==> config.mk <==
export PLATFORM = sky130hd
export DESIGN_NAME = ahb_burst_master_ctrl_flat
export DESIGN_NICKNAME = d
export VERILOG_FILES = /design/src/rtl/ahb_burst_master_ctrl_pkg.sv /design/src/rtl/ahb_burst_master_ctrl_if.sv /design/src/rtl/ahb_burst_master_ctrl_addr_gen.sv /design/src/rtl/ahb_burst_master_ctrl.sv /design/src/flat_wrapper.sv
export SDC_FILE = /design/constraint.sdc
export NUM_CORES = 1
export LEC_CHECK = 0
export ABC_AREA = 1
export CORE_MARGIN = 5
export CORE_UTILIZATION = 55
export CTS_CLUSTER_SIZE = 30
export DETAILED_ROUTE_END_ITERATION = 10
export GPL_TIMING_DRIVEN = 0
export MAX_ROUTING_LAYER = met4
export PLACE_DENSITY = 0.86
export SLEW_MARGIN = 10
export SYNTH_ARGS = -nofsm -noshare
export SYNTH_HDL_FRONTEND = slang
export SYNTH_SLANG_ARGS = --single-unit
==> constraint.sdc <==
create_clock -name Hclk -period 5 [get_ports Hclk]
set_input_delay 0.5 -clock Hclk [delete_from_list [all_inputs] [get_ports Hclk]]
set_output_delay 0.5 -clock Hclk [all_outputs]
set_load 0.01 [all_outputs]
==> src/rtl/ahb_burst_master_ctrl_pkg.sv <==
// Shared AHB encodings, sequencer state codes and the burst-length helper
// for ahb_burst_master_ctrl (package name: ahb_pkg).
package ahb_pkg;

    localparam logic [1:0] HTRANS_IDLE   = 2'b00;
    localparam logic [1:0] HTRANS_BUSY   = 2'b01;
    localparam logic [1:0] HTRANS_NONSEQ = 2'b10;
    localparam logic [1:0] HTRANS_SEQ    = 2'b11;

    localparam logic [2:0] HBURST_SINGLE = 3'b000;
    localparam logic [2:0] HBURST_INCR   = 3'b001;
    localparam logic [2:0] HBURST_WRAP4  = 3'b010;
    localparam logic [2:0] HBURST_INCR4  = 3'b011;
    localparam logic [2:0] HBURST_WRAP8  = 3'b100;
    localparam logic [2:0] HBURST_INCR8  = 3'b101;
    localparam logic [2:0] HBURST_WRAP16 = 3'b110;
    localparam logic [2:0] HBURST_INCR16 = 3'b111;

    localparam logic [1:0] HRESP_OKAY  = 2'b00;
    localparam logic [1:0] HRESP_ERROR = 2'b01;
    localparam logic [1:0] HRESP_RETRY = 2'b10;
    localparam logic [1:0] HRESP_SPLIT = 2'b11;

    typedef logic [2:0] seq_state_t;
    localparam seq_state_t ST_IDLE  = 3'd0;
    localparam seq_state_t ST_REQ   = 3'd1;
    localparam seq_state_t ST_ADDR  = 3'd2;
    localparam seq_state_t ST_LAST  = 3'd3;
    localparam seq_state_t ST_ABORT = 3'd4;

    function automatic logic [7:0] burst_beats(input logic [2:0] burst, input logic [7:0] len);
        case (burst)
            HBURST_SINGLE:               return 8'd1;
            HBURST_INCR:                 return len + 8'd1;
            HBURST_INCR4, HBURST_WRAP4:  return 8'd4;
            HBURST_INCR8, HBURST_WRAP8:  return 8'd8;
            default:                     return 8'd16;
        endcase
    endfunction

    function automatic logic burst_is_wrap(input logic [2:0] burst);
        return (burst == HBURST_WRAP4) || (burst == HBURST_WRAP8) || (burst == HBURST_WRAP16);
    endfunction

endpackage

==> src/rtl/ahb_burst_master_ctrl_if.sv <==
// Command port plus AHB master-side signals of ahb_burst_master_ctrl.
// "master" is the sequencer's view, "slave" the view of the bus/client side.
interface ahb_burst_master_ctrl_if #(
    parameter int ADDR_W = 32,
    parameter int LEN_W  = 5
);
    logic              cmd_valid;
    logic              cmd_ready;
    logic [ADDR_W-1:0] cmd_addr;
    logic [2:0]        cmd_burst;
    logic [2:0]        cmd_size;
    logic              cmd_write;
    logic [LEN_W-1:0]  cmd_len;

    logic              Hbusreq;
    logic              Hgrant;
    logic              Hready;
    logic [1:0]        Hresp;
    logic [ADDR_W-1:0] Haddr;
    logic [1:0]        Htrans;
    logic [2:0]        Hburst;
    logic [2:0]        Hsize;
    logic              Hwrite;

    logic [4:0]        beat_idx;
    logic              done;
    logic              err;

    modport master (
        input  cmd_valid, cmd_addr, cmd_burst, cmd_size, cmd_write, cmd_len,
        input  Hgrant, Hready, Hresp,
        output cmd_ready, Hbusreq, Haddr, Htrans, Hburst, Hsize, Hwrite,
        output beat_idx, done, err
    );

    modport slave (
        output cmd_valid, cmd_addr, cmd_burst, cmd_size, cmd_write, cmd_len,
        output Hgrant, Hready, Hresp,
        input  cmd_ready, Hbusreq, Haddr, Htrans, Hburst, Hsize, Hwrite,
        input  beat_idx, done, err
    );
endinterface

==> src/rtl/ahb_burst_master_ctrl_addr_gen.sv <==
// ahb_addr_gen: current/next beat address and remaining-beat counter.
// Wrap addressing is built only when AHB_SEQ_WRAP_EN is defined.
module ahb_addr_gen
    import ahb_pkg::*;
#(
    parameter int ADDR_W = 32
) (
    input  logic              Hclk,
    input  logic              Hresetn,
    input  logic              load,
    input  logic [ADDR_W-1:0] load_addr,
    input  logic [2:0]        load_size,
    input  logic [7:0]        load_beats,
`ifdef AHB_SEQ_WRAP_EN
    input  logic              load_wrap,
`endif
    input  logic              advance,
    output logic [ADDR_W-1:0] addr,
    output logic [ADDR_W-1:0] next_addr,
    output logic              next_cross_1k,
    output logic [7:0]        remaining
);

    logic [ADDR_W-1:0] addr_q, addr_d;
    logic [2:0]        size_q, size_d;
    logic [7:0]        rem_q, rem_d;
    logic [ADDR_W-1:0] incr_addr;

    assign incr_addr = addr_q + (ADDR_W'(1) << size_q);

`ifdef AHB_SEQ_WRAP_EN
    logic              wrap_q, wrap_d;
    logic [ADDR_W-1:0] mask_q, mask_d;

    assign next_addr = wrap_q ? ((addr_q & ~mask_q) | (incr_addr & mask_q)) : incr_addr;
`else
    assign next_addr = incr_addr;
`endif

    assign next_cross_1k = (next_addr[9:0] == 10'd0);
    assign addr          = addr_q;
    assign remaining     = rem_q;

    always_comb begin
        addr_d = addr_q;
        size_d = size_q;
        rem_d  = rem_q;
`ifdef AHB_SEQ_WRAP_EN
        wrap_d = wrap_q;
        mask_d = mask_q;
`endif
        if (load) begin
            addr_d = load_addr;
            size_d = load_size;
            rem_d  = load_beats;
`ifdef AHB_SEQ_WRAP_EN
            wrap_d = load_wrap;
            mask_d = (ADDR_W'(load_beats) << load_size) - ADDR_W'(1);
`endif
        end else if (advance) begin
            addr_d = next_addr;
            rem_d  = rem_q - 8'd1;
        end
    end

    always_ff @(posedge Hclk) begin
        if (!Hresetn) begin
            addr_q <= '0;
            size_q <= '0;
            rem_q  <= '0;
`ifdef AHB_SEQ_WRAP_EN
            wrap_q <= 1'b0;
            mask_q <= '0;
`endif
        end else begin
            addr_q <= addr_d;
            size_q <= size_d;
            rem_q  <= rem_d;
`ifdef AHB_SEQ_WRAP_EN
            wrap_q <= wrap_d;
            mask_q <= mask_d;
`endif
        end
    end

endmodule

==> src/rtl/ahb_burst_master_ctrl.sv <==
// AHB master transfer sequencer: command port in, registered AHB address phase out.
// AHB_SEQ_WRAP_EN enables WRAP4/8/16; otherwise WRAP commands complete with err.
//   state    | meaning
//   IDLE     | ready for a command
//   REQ      | bus requested, waiting for Hgrant && Hready
//   ADDR     | beats being issued in address phase
//   LAST     | final data phase in progress
//   ABORT    | second cycle of an ERROR response
module ahb_burst_master_ctrl
    import ahb_pkg::*;
#(
    parameter int ADDR_W = 32,
    parameter int LEN_W  = 5
) (
    input logic                     Hclk,
    input logic                     Hresetn,
    ahb_burst_master_ctrl_if.master bus
);

`ifdef AHB_SEQ_WRAP_EN
    localparam bit WRAP_EN = 1'b1;
`else
    localparam bit WRAP_EN = 1'b0;
`endif

    seq_state_t        state_q, state_d;
    logic [1:0]        htrans_q, htrans_d;
    logic [ADDR_W-1:0] haddr_q, haddr_d;
    logic [2:0]        hburst_q, hburst_d;
    logic [2:0]        hsize_q, hsize_d;
    logic              hwrite_q, hwrite_d;
    logic              hbusreq_q, hbusreq_d;
    logic              cmd_ready_q, cmd_ready_d;
    logic              done_q, done_d;
    logic              err_q, err_d;
    logic [4:0]        beat_idx_q, beat_idx_d;
    logic              dphase_q, dphase_d;
    logic              rebuild_q, rebuild_d;
    logic [2:0]        cmd_burst_q, cmd_burst_d;
    logic [2:0]        cmd_size_q, cmd_size_d;
    logic              cmd_write_q, cmd_write_d;

    logic [LEN_W-1:0]  cmd_len;
    logic              accept;
    logic              cmd_ok;
    logic              bus_err;
    logic [2:0]        rebuild_burst;
    logic              ag_load;
    logic              ag_advance;
    logic [ADDR_W-1:0] ag_addr;
    logic [ADDR_W-1:0] ag_next_addr;
    logic              ag_next_cross_1k;
    logic [7:0]        ag_remaining;

    assign cmd_len = bus.cmd_len;
    assign accept  = (state_q == ST_IDLE) && cmd_ready_q && bus.cmd_valid;
    assign cmd_ok  = (bus.cmd_size <= 3'd2) && (WRAP_EN || !burst_is_wrap(bus.cmd_burst));
    // ERROR only counts while one of our own beats is in its data phase
    assign bus_err = dphase_q && (bus.Hresp == HRESP_ERROR) && !bus.Hready;
    assign rebuild_burst = (WRAP_EN && burst_is_wrap(cmd_burst_q)) ? HBURST_SINGLE : HBURST_INCR;

    ahb_addr_gen #(.ADDR_W(ADDR_W)) u_addr_gen (
        .Hclk          (Hclk),
        .Hresetn       (Hresetn),
        .load          (ag_load),
        .load_addr     (bus.cmd_addr),
        .load_size     (bus.cmd_size),
        .load_beats    (burst_beats(bus.cmd_burst, 8'(cmd_len))),
`ifdef AHB_SEQ_WRAP_EN
        .load_wrap     (burst_is_wrap(bus.cmd_burst)),
`endif
        .advance       (ag_advance),
        .addr          (ag_addr),
        .next_addr     (ag_next_addr),
        .next_cross_1k (ag_next_cross_1k),
        .remaining     (ag_remaining)
    );

    always_comb begin
        state_d     = state_q;
        htrans_d    = htrans_q;
        haddr_d     = haddr_q;
        hburst_d    = hburst_q;
        hsize_d     = hsize_q;
        hwrite_d    = hwrite_q;
        hbusreq_d   = hbusreq_q;
        cmd_ready_d = cmd_ready_q;
        done_d      = 1'b0;
        err_d       = 1'b0;
        beat_idx_d  = beat_idx_q;
        rebuild_d   = rebuild_q;
        cmd_burst_d = cmd_burst_q;
        cmd_size_d  = cmd_size_q;
        cmd_write_d = cmd_write_q;
        dphase_d    = bus.Hready ? htrans_q[1] : dphase_q;
        ag_load     = 1'b0;
        ag_advance  = 1'b0;

        if (bus_err && (state_q == ST_REQ || state_q == ST_ADDR || state_q == ST_LAST)) begin
            state_d  = ST_ABORT;
            htrans_d = HTRANS_IDLE;
        end else begin
            case (state_q)
                ST_IDLE: begin
                    cmd_ready_d = 1'b1;
                    if (accept) begin
                        cmd_ready_d = 1'b0;
                        cmd_burst_d = bus.cmd_burst;
                        cmd_size_d  = bus.cmd_size;
                        cmd_write_d = bus.cmd_write;
                        rebuild_d   = 1'b0;
                        beat_idx_d  = '0;
                        if (cmd_ok) begin
                            ag_load   = 1'b1;
                            hbusreq_d = 1'b1;
                            state_d   = ST_REQ;
                        end else begin
                            done_d = 1'b1;
                            err_d  = 1'b1;
                        end
                    end
                end
                ST_REQ: begin
                    if (bus.Hgrant && bus.Hready) begin
                        state_d   = ST_ADDR;
                        htrans_d  = HTRANS_NONSEQ;
                        haddr_d   = ag_addr;
                        hburst_d  = rebuild_q ? rebuild_burst : cmd_burst_q;
                        hsize_d   = cmd_size_q;
                        hwrite_d  = cmd_write_q;
                        hbusreq_d = (ag_remaining != 8'd1);
                    end
                end
                ST_ADDR: begin
                    if (bus.Hready) begin
                        ag_advance = 1'b1;
                        if (ag_remaining == 8'd1) begin
                            state_d  = ST_LAST;
                            htrans_d = HTRANS_IDLE;
                        end else begin
                            beat_idx_d = beat_idx_q + 5'd1;
                            if (!bus.Hgrant) begin
                                state_d   = ST_REQ;
                                htrans_d  = HTRANS_IDLE;
                                hbusreq_d = 1'b1;
                                rebuild_d = 1'b1;
                            end else begin
                                haddr_d   = ag_next_addr;
                                hbusreq_d = (ag_remaining != 8'd2);
                                // rebuilt wrap beats go out as singles; INCR restarts at 1 KB
                                if (hburst_q == HBURST_SINGLE ||
                                    (hburst_q == HBURST_INCR && ag_next_cross_1k)) begin
                                    htrans_d = HTRANS_NONSEQ;
                                end else begin
                                    htrans_d = HTRANS_SEQ;
                                end
                            end
                        end
                    end
                end
                ST_LAST: begin
                    if (bus.Hready) begin
                        done_d  = 1'b1;
                        state_d = ST_IDLE;
                    end
                end
                ST_ABORT: begin
                    if (bus.Hready) begin
                        done_d    = 1'b1;
                        err_d     = 1'b1;
                        hbusreq_d = 1'b0;
                        state_d   = ST_IDLE;
                    end
                end
                default: state_d = ST_IDLE;
            endcase
        end
    end

    always_ff @(posedge Hclk) begin
        if (!Hresetn) begin
            state_q     <= ST_IDLE;
            htrans_q    <= HTRANS_IDLE;
            haddr_q     <= '0;
            hburst_q    <= '0;
            hsize_q     <= '0;
            hwrite_q    <= 1'b0;
            hbusreq_q   <= 1'b0;
            cmd_ready_q <= 1'b1;
            done_q      <= 1'b0;
            err_q       <= 1'b0;
            beat_idx_q  <= '0;
            dphase_q    <= 1'b0;
            rebuild_q   <= 1'b0;
            cmd_burst_q <= '0;
            cmd_size_q  <= '0;
            cmd_write_q <= 1'b0;
        end else begin
            state_q     <= state_d;
            htrans_q    <= htrans_d;
            haddr_q     <= haddr_d;
            hburst_q    <= hburst_d;
            hsize_q     <= hsize_d;
            hwrite_q    <= hwrite_d;
            hbusreq_q   <= hbusreq_d;
            cmd_ready_q <= cmd_ready_d;
            done_q      <= done_d;
            err_q       <= err_d;
            beat_idx_q  <= beat_idx_d;
            dphase_q    <= dphase_d;
            rebuild_q   <= rebuild_d;
            cmd_burst_q <= cmd_burst_d;
            cmd_size_q  <= cmd_size_d;
            cmd_write_q <= cmd_write_d;
        end
    end

    assign bus.cmd_ready = cmd_ready_q;
    assign bus.Hbusreq   = hbusreq_q;
    assign bus.Haddr     = haddr_q;
    assign bus.Htrans    = htrans_q;
    assign bus.Hburst    = hburst_q;
    assign bus.Hsize     = hsize_q;
    assign bus.Hwrite    = hwrite_q;
    assign bus.beat_idx  = beat_idx_q;
    assign bus.done      = done_q;
    assign bus.err       = err_q;

endmodule

==> src/flat_wrapper.sv <==
// flat-port wrapper written by rule: the top's interface ports become plain ports
module ahb_burst_master_ctrl_flat import ahb_pkg::*;
#(
    parameter int ADDR_W = 32,
    parameter int LEN_W  = 5
)
  (Hclk, Hresetn, bus_cmd_valid, bus_cmd_addr, bus_cmd_burst, bus_cmd_size, bus_cmd_write, bus_cmd_len, bus_Hgrant, bus_Hready, bus_Hresp, bus_cmd_ready, bus_Hbusreq, bus_Haddr, bus_Htrans, bus_Hburst, bus_Hsize, bus_Hwrite, bus_beat_idx, bus_done, bus_err);
  ahb_burst_master_ctrl_if #(.ADDR_W(ADDR_W), .LEN_W(LEN_W)) bus_i ();
  input logic Hclk;
  input logic Hresetn;
  input wire logic [$bits(bus_i.cmd_valid)-1:0] bus_cmd_valid;
  input wire logic [$bits(bus_i.cmd_addr)-1:0] bus_cmd_addr;
  input wire logic [$bits(bus_i.cmd_burst)-1:0] bus_cmd_burst;
  input wire logic [$bits(bus_i.cmd_size)-1:0] bus_cmd_size;
  input wire logic [$bits(bus_i.cmd_write)-1:0] bus_cmd_write;
  input wire logic [$bits(bus_i.cmd_len)-1:0] bus_cmd_len;
  input wire logic [$bits(bus_i.Hgrant)-1:0] bus_Hgrant;
  input wire logic [$bits(bus_i.Hready)-1:0] bus_Hready;
  input wire logic [$bits(bus_i.Hresp)-1:0] bus_Hresp;
  output wire logic [$bits(bus_i.cmd_ready)-1:0] bus_cmd_ready;
  output wire logic [$bits(bus_i.Hbusreq)-1:0] bus_Hbusreq;
  output wire logic [$bits(bus_i.Haddr)-1:0] bus_Haddr;
  output wire logic [$bits(bus_i.Htrans)-1:0] bus_Htrans;
  output wire logic [$bits(bus_i.Hburst)-1:0] bus_Hburst;
  output wire logic [$bits(bus_i.Hsize)-1:0] bus_Hsize;
  output wire logic [$bits(bus_i.Hwrite)-1:0] bus_Hwrite;
  output wire logic [$bits(bus_i.beat_idx)-1:0] bus_beat_idx;
  output wire logic [$bits(bus_i.done)-1:0] bus_done;
  output wire logic [$bits(bus_i.err)-1:0] bus_err;
  assign bus_i.cmd_valid = bus_cmd_valid;
  assign bus_i.cmd_addr = bus_cmd_addr;
  assign bus_i.cmd_burst = bus_cmd_burst;
  assign bus_i.cmd_size = bus_cmd_size;
  assign bus_i.cmd_write = bus_cmd_write;
  assign bus_i.cmd_len = bus_cmd_len;
  assign bus_i.Hgrant = bus_Hgrant;
  assign bus_i.Hready = bus_Hready;
  assign bus_i.Hresp = bus_Hresp;
  assign bus_cmd_ready = bus_i.cmd_ready;
  assign bus_Hbusreq = bus_i.Hbusreq;
  assign bus_Haddr = bus_i.Haddr;
  assign bus_Htrans = bus_i.Htrans;
  assign bus_Hburst = bus_i.Hburst;
  assign bus_Hsize = bus_i.Hsize;
  assign bus_Hwrite = bus_i.Hwrite;
  assign bus_beat_idx = bus_i.beat_idx;
  assign bus_done = bus_i.done;
  assign bus_err = bus_i.err;
  ahb_burst_master_ctrl #(.ADDR_W(ADDR_W), .LEN_W(LEN_W)) u_core (.Hclk(Hclk), .Hresetn(Hresetn), .bus(bus_i));
endmodule
==> results_dict.tcl, run 1 <==
set metrics [dict create \
    detail_route.iter0.violations 766 \
    avgRoutedWirePerCell_um 16.5 \
    synthSimpleGateAreaFrac_pct 29.5 \
    postCtsSetupRepairBufs 0 \
    core-area_um2 10700 \
    yosysTopAreaCell "dfxtp_1" \
    status "finished clean" \
    ios 101 \
    cp.arrival_ns 3.48 \
    yosys.area.top_type_share_pct 35.3 \
    synthMuxAreaShare_pct 0 \
    antenna_found_initial 0 \
    synth.avg_cell_area_um2 6.57 \
    cts_buffer_depth 2 \
    setup_viol 0 \
    synth_top_family_by_area "simple AND/OR/NAND/NOR gates" \
    p_leak_uw 0.00296 \
    placed_area_um2 7130 \
    nFillCells 955 \
    dp_slack_ns 1.90 \
    crit_required_ns 5.32 \
    routed_wl_um 19200 \
    finClkSkew_ns 0.0136 \
    drv_cap 0 \
    drive_above_1_share_pct 4.79 \
    rsz0062_at_grt "false" \
    fin_cells 1162 \
    antenna_left 0 \
    ir_worst_vdd_mv 0.270 \
    synthesis.nets 971 \
    post-place-cells 1146 \
    hold_viol 0 \
    synth_seq_area_share_pct 35.3 \
    synth_ff_type "dfxtp_1" \
    synth_compound_area_share_pct 19.3 \
    worstMarginPinSlew_ns 0.778 \
    drt_pass1_iterations 6 \
    critPathMaxFanout 6 \
    final_max_slew_viol_count 0 \
    slew_headroom_pct 48.2 \
    design_area_um2 7340 \
    grt_pass1_wl_um 30400 \
    cts_tree "built" \
    vias_per_cell 5.59 \
    synth-seq-cells 105 \
    cts.sinks 105 \
    h-tree-depth 3 \
    synth_most_common_cell "nand2_1" \
    synth.cell_area_um2 5950 \
    syn_inst 906 \
    insertion_delay_ns 0.39 \
    port_buffers 100 \
    drc 0 \
    yosys-top-cells-area "dfxtp_1 35%, nand2_1 16%, a21oi_1 9.2%, inv_1 6.2%, nor2_1 4.1%" \
    synth_xor_xnor_area_share_pct 3.53 \
    synthAdderAreaFrac_pct 3.07 \
    die_w_um 114 \
    synth-edff-count 0 \
    cts_buffers 9 \
    crit_type "reg -> reg" \
    syn_to_final_growth_pct 23.3 \
    dieHeight_um 114 \
    grt_pass1_vias 6034 \
    min_period_ns 3.16 \
    initial_core_util_pct 55.6 \
    total_power_uw 2610 \
    fmax_mhz 316 \
    vias 6491 \
    rows 38 \
    setup_tns_ns 0 \
    ctsResizeCount 0 \
    start_kind "register" \
    netlist_top_cells_count "255 x nand2_1, 109 x a21oi_1, 105 x dfxtp_1" \
    grt_usage_pct 30.4 \
    grt.overflow.total 0 \
    end_kind "register" \
    root_buffer "clkbuf_8" \
    place_hpwl_um 14500 \
    hold_buffers 0 \
    synthArstFlopShare_pct 0 \
    hold_path.class "reg -> reg" \
    yosysWarnings 0 \
    globalplace.congestion 1.01 \
    p_per_area_nw_per_um2 356 \
    clk_pin_slew_worst_paths_ns 0.11 \
    finalWorstSetupSlack_ns 1.84 \
    dieArea_um2 13000 \
    yosys.cell_types.count 46 \
    timing.final.crit_share_pct 63.3 \
    antenna_cells 0 \
    layout.nets 1082 \
    grt_max_degree 20 \
]
## logic make-up after synthesis
logic type                 after synthesis
buffers and inverters                  139
and+or+nand+nor                        414
xor gates and xnor gates                24
AOI/OAI and AO/OA                      210
adders and majority gates               14
DFF                                    105
## worst max-delay path: stages, from the launching register on
cell and delay, ns:
dfxtp_1 0.36, nor3_1 0.27, ha_1 0.25, inv_1 0.07, fa_1 0.39, inv_1 0.11, nand3_1 0.09, nand2_1 0.12
nand2_1 0.09, nand2_1 0.14, nand2_1 0.15, nor2_1 0.42, nand3_1 0.22, xor2_1 0.21, nand2_1 0.07, a21oi_1 0.14
## cell type report
cell class,count,area [um2],area share [%]
inverters,102,384,5.24
flip-flops and latches,105,2100,28.6
clock buffers,9,124,1.69
repair buffers,100,1000,13.6
well taps,140,175,2.39
multi-input cells,662,3290,44.9
clock inverters,7,86.3,1.18
plain buffers,37,170,2.32
## sequential cells by signal, summed over array words and instances, names as in the netlist, 2 cells and up
| register | cells |
|---|---|
| u_core.bus.Htrans | 2 |
| u_core.bus.beat_idx | 5 |
| u_core.bus.Haddr | 32 |
| u_core.u_addr_gen.remaining | 8 |
| u_core.bus.Hburst | 3 |
| u_core.bus.Hsize | 3 |
| u_core.cmd_burst_q | 3 |
| u_core.u_addr_gen.addr | 32 |
| u_core.cmd_size_q | 3 |
| u_core.state_q | 3 |
| u_core.u_addr_gen.size_q | 3 |
## per-layer routing
layer / GRT usage [%] / vias up / wire length, um
met1: 40.5 / 2924 / 8300
met5: - / - / 0
li1: - / 3200 / -
met3: 5.25 / 36 / 1700
met4: 11.1 / 0 / 512
met2: 46.6 / 331 / 8640
## placed cells by master (no fill, tap or decap), types with 2 or more instances in the layout
master	instances
nand2_1	255
a21oi_1	109
dfxtp_1	105
clkdlybuf4s50_1	100
inv_1	98
nor2_1	65
o21ai_0	48
nand3_1	42
nor3_1	26
a31oi_1	19
clkbuf_1	18
xor2_1	18
buf_2	13
o21ai_1	13
ha_1	13
nand4_1	11
clkbuf_8	9
xnor2_1	6
buf_4	4
o211ai_1	4
a211oi_1	4
inv_2	3
o21bai_1	3
nand2_2	2
and2_1	2
nor2_4	2
buf_1	2
inv_8	2
clkinv_4	2
## where the power goes
part	total (uW)	switching [uW]	internal [uW]	leakage [uW]
Clock	573	331	242	0.000104
Sequential	1050	95.8	958	0.000853
Combinational	987	606	380	0.00201
Total	2610	1030	1580	0.00296
## final timing paths
kind                            cells after the start                    endpoint  slack, ns                        start
worst min register to register                      2           u_core.bus.Hwrite       0.45            u_core.bus.Hwrite
worst max-delay path                               15  u_core.u_addr_gen.addr[18]       1.84  u_core.u_addr_gen.size_q[2]
worst min-delay path                                2           u_core.bus.Hwrite       0.45            u_core.bus.Hwrite
worst max register to register                     15  u_core.u_addr_gen.addr[18]       1.84  u_core.u_addr_gen.size_q[2]
## metrics by stage
step	hold slack [ns]	util [%]
global placement	0.434	66.6
floorplan	0.442	-
finish	0.454	68.6
global route	0.469	68.6
CTS	0.456	68.6
detailed placement	0.440	66.6
Power figures use the tool's default switching activity.
==> run 2: changes to the inputs <==
Settings changed: CORE_UTILIZATION 55 to 54, PLACE_DENSITY 0.86 to 0.85.
Clock period 5 ns to 3.3 ns, I/O delays scaled along.
==> run 2 against run 1 <==
  * Sequential share of layout area is 0.093 points higher
  * Global-route usage shrank 0.20 points
  * Final area decreased by 0.32%
  * Clock power is 39% higher
  * Via count fell by 0.34%
  * Core utilization down 1.1 points
  * Hold slack barely moved
  * Clock skew down 0.0029 ns
  * First-iteration DRC count shrank 13%
  * Sequential cell count unchanged
  * Critical path type unchanged
  * Largest power group unchanged
==> results_dict.tcl, run 2 (same netlist as run 1, synthesis figures left out) <==
set metrics [dict create \
    worstMarginPinSlew_ns 0.757 \
    p_per_area_nw_per_um2 531 \
    cts_buffer_depth 2 \
    dr.max_layer_used "met4" \
    grt_max_degree 20 \
    ios 101 \
    port_buffers 100 \
    antenna_cells 0 \
    drt_pass1_iterations 5 \
    crit_required_ns 3.61 \
    slowest_delay_ns 0.39 \
    vias_per_cell 5.57 \
    switchingPower_uw 1570 \
    timing.final.crit_share_pct 91.2 \
    drc 0 \
    layout.nets 1082 \
    p_leak_uw 0.00295 \
    critPathLaunch "u_core.u_addr_gen.size_q[2]" \
    grt_pass1_wl_um 30600 \
    routed_wl_um 19000 \
    slew_headroom_pct 49.5 \
    status "finished clean" \
    ir_worst_vdd_mv 0.346 \
    grt_pass1_vias 6137 \
    initial_core_util_pct 54.9 \
    power_frac_clock_pct 20.5 \
    combPwrFrac_pct 38.4 \
    final_common_cell "nand2_1" \
    nFillCells 1020 \
    crit_chain "nor3_1 > ha_1 > inv_1 > fa_1 > inv_1 > nand3_1 > nand2_1 > nand2_1 > nand2_1 > nand2_1 > nor2_2 > nand3_1 > xor2_1 > nand2_1 > a21oi_1" \
    core-area_um2 10800 \
    rows 38 \
    cp.arrival_ns 3.32 \
    dieArea_um2 13200 \
    final_cell_mix "255 x nand2_1, 109 x a21oi_1, 105 x dfxtp_1" \
    cts.sinks 105 \
    hold_path.class "reg -> reg" \
    p_int_uw 2320 \
    cts_tree "built" \
    crit_slowest_cell "fa_1" \
    hold_viol 0 \
    wl_met2_um 8340 \
    wl_met1_um 8340 \
    dieHeight_um 115 \
    die_w_um 115 \
    min_period_ns 3.01 \
    fmax_mhz 332 \
    avgRoutedWirePerCell_um 16.3 \
    root_buffer "clkbuf_8" \
    end_kind "register" \
    rsz0062_at_grt "false" \
    antenna_left 0 \
    setup_tns_ns 0 \
    cpMostUsedCell "nand2_1" \
    vias 6469 \
    globalplace.congestion 0.981 \
    antenna_found_initial 0 \
    grt.overflow.total 0 \
    clk_pin_slew_worst_paths_ns 0.11 \
    sw_frac_of_total_pct 40.4 \
    cts_buffers 9 \
    critPathMaxFanout 6 \
    drive_above_1_share_pct 4.89 \
    place_hpwl_um 14500 \
    wl_met3_um 1550 \
    finClkSkew_ns 0.0107 \
    setup_viol 0 \
    sequentialPowerShare_pct 41.1 \
    insertion_delay_ns 0.39 \
    h-tree-depth 3 \
    drv_cap 0 \
    final_max_slew_viol_count 0 \
    detail_route.iter0.violations 666 \
    total_power_uw 3880 \
    hold_buffers 0 \
    r2r-start "u_core.u_addr_gen.size_q[2]" \
    syn_to_final_growth_pct 22.9 \
    crit_type "reg -> reg" \
    min_from "u_core.bus.Hsize[2]" \
    start_kind "register" \
    grt_usage_pct 30.2 \
]
==> run 2: changes by cell type in the layout (fill, tap and decap cells not counted), sizes merged <==
cell,before,now
inv,104,105
bufinv,1,0
==> run 2: final cells by class <==
cell class	count	area, um2	share of cell area, %
multi-input combinational	662	3300	45.1
sequential	105	2100	28.7
timing repair buffer	100	1000	13.7
inverter	102	384	5.25
tap	140	175	2.40
buffer	37	170	2.33
clock buffer	9	124	1.69
clock inverter	7	60.1	0.821
==> run 2: power by group through the flow <==
stage / logic (uW) / registers (uW) / clock network, uW
after global placement: 1450 / 1620 / 0
after CTS: 1470 / 1590 / 802
after global routing: 1650 / 1620 / 853
final: 1490 / 1600 / 797
after detailed placement: 1460 / 1620 / 0
after floorplan: 855 / 1640 / 0
==> run 2: final timing paths <==
| kind | to | slack, ns | depth (start not counted) |
|---|---|---|---|
| max | u_core.u_addr_gen.addr[18] | 0.29 | 15 |
| min | u_core.bus.Hsize[2] | 0.45 | 2 |
| max reg2reg | u_core.u_addr_gen.addr[18] | 0.29 | 15 |
| min reg2reg | u_core.bus.Hsize[2] | 0.45 | 2 |
==> run 2: what timing repair did <==
action	in CTS	in global routing
resized for setup	0	1
buffers inserted	0	0
setup endpoints to repair	0	5
==> run 2: layer usage <==
layer	global-route usage [%]	up-vias
li1	-	3192
met1	40.6	2934
met2	45.4	287
met3	3.58	56
met4	14.2	0
met5	-	-
==> run 2: critical path, delay by kind of cell, from the launching register on <==
| kind | cells | cell delay [ns] |
|---|---|---|
| XOR/XNOR | 1 | 0.20 |
| AO/OA/AOI/OAI | 1 | 0.15 |
| buffers and inverters | 2 | 0.17 |
| AND/OR/NAND/NOR | 9 | 1.43 |
| flip-flops | 1 | 0.37 |
| adder cells (fa/ha/maj) | 2 | 0.62 |
==> run 2: per-stage QoR <==
step / utilization (%) / hold WS [ns] / area [um2] / worst slack (ns) / std cells
5_1_grt: 67.5 / 0.481 / 7310 / 0.0615 / 1162
3_3_place_gp: 65.7 / 0.434 / 7130 / 0.268 / 1146
4_1_cts: 67.4 / 0.456 / 7310 / 0.204 / 1162
6_report: 67.5 / 0.453 / 7310 / 0.291 / 1162
3_5_place_dp: 65.7 / 0.440 / 7130 / 0.227 / 1146
2_1_floorplan: - / 0.442 / 5950 / 0.863 / 906
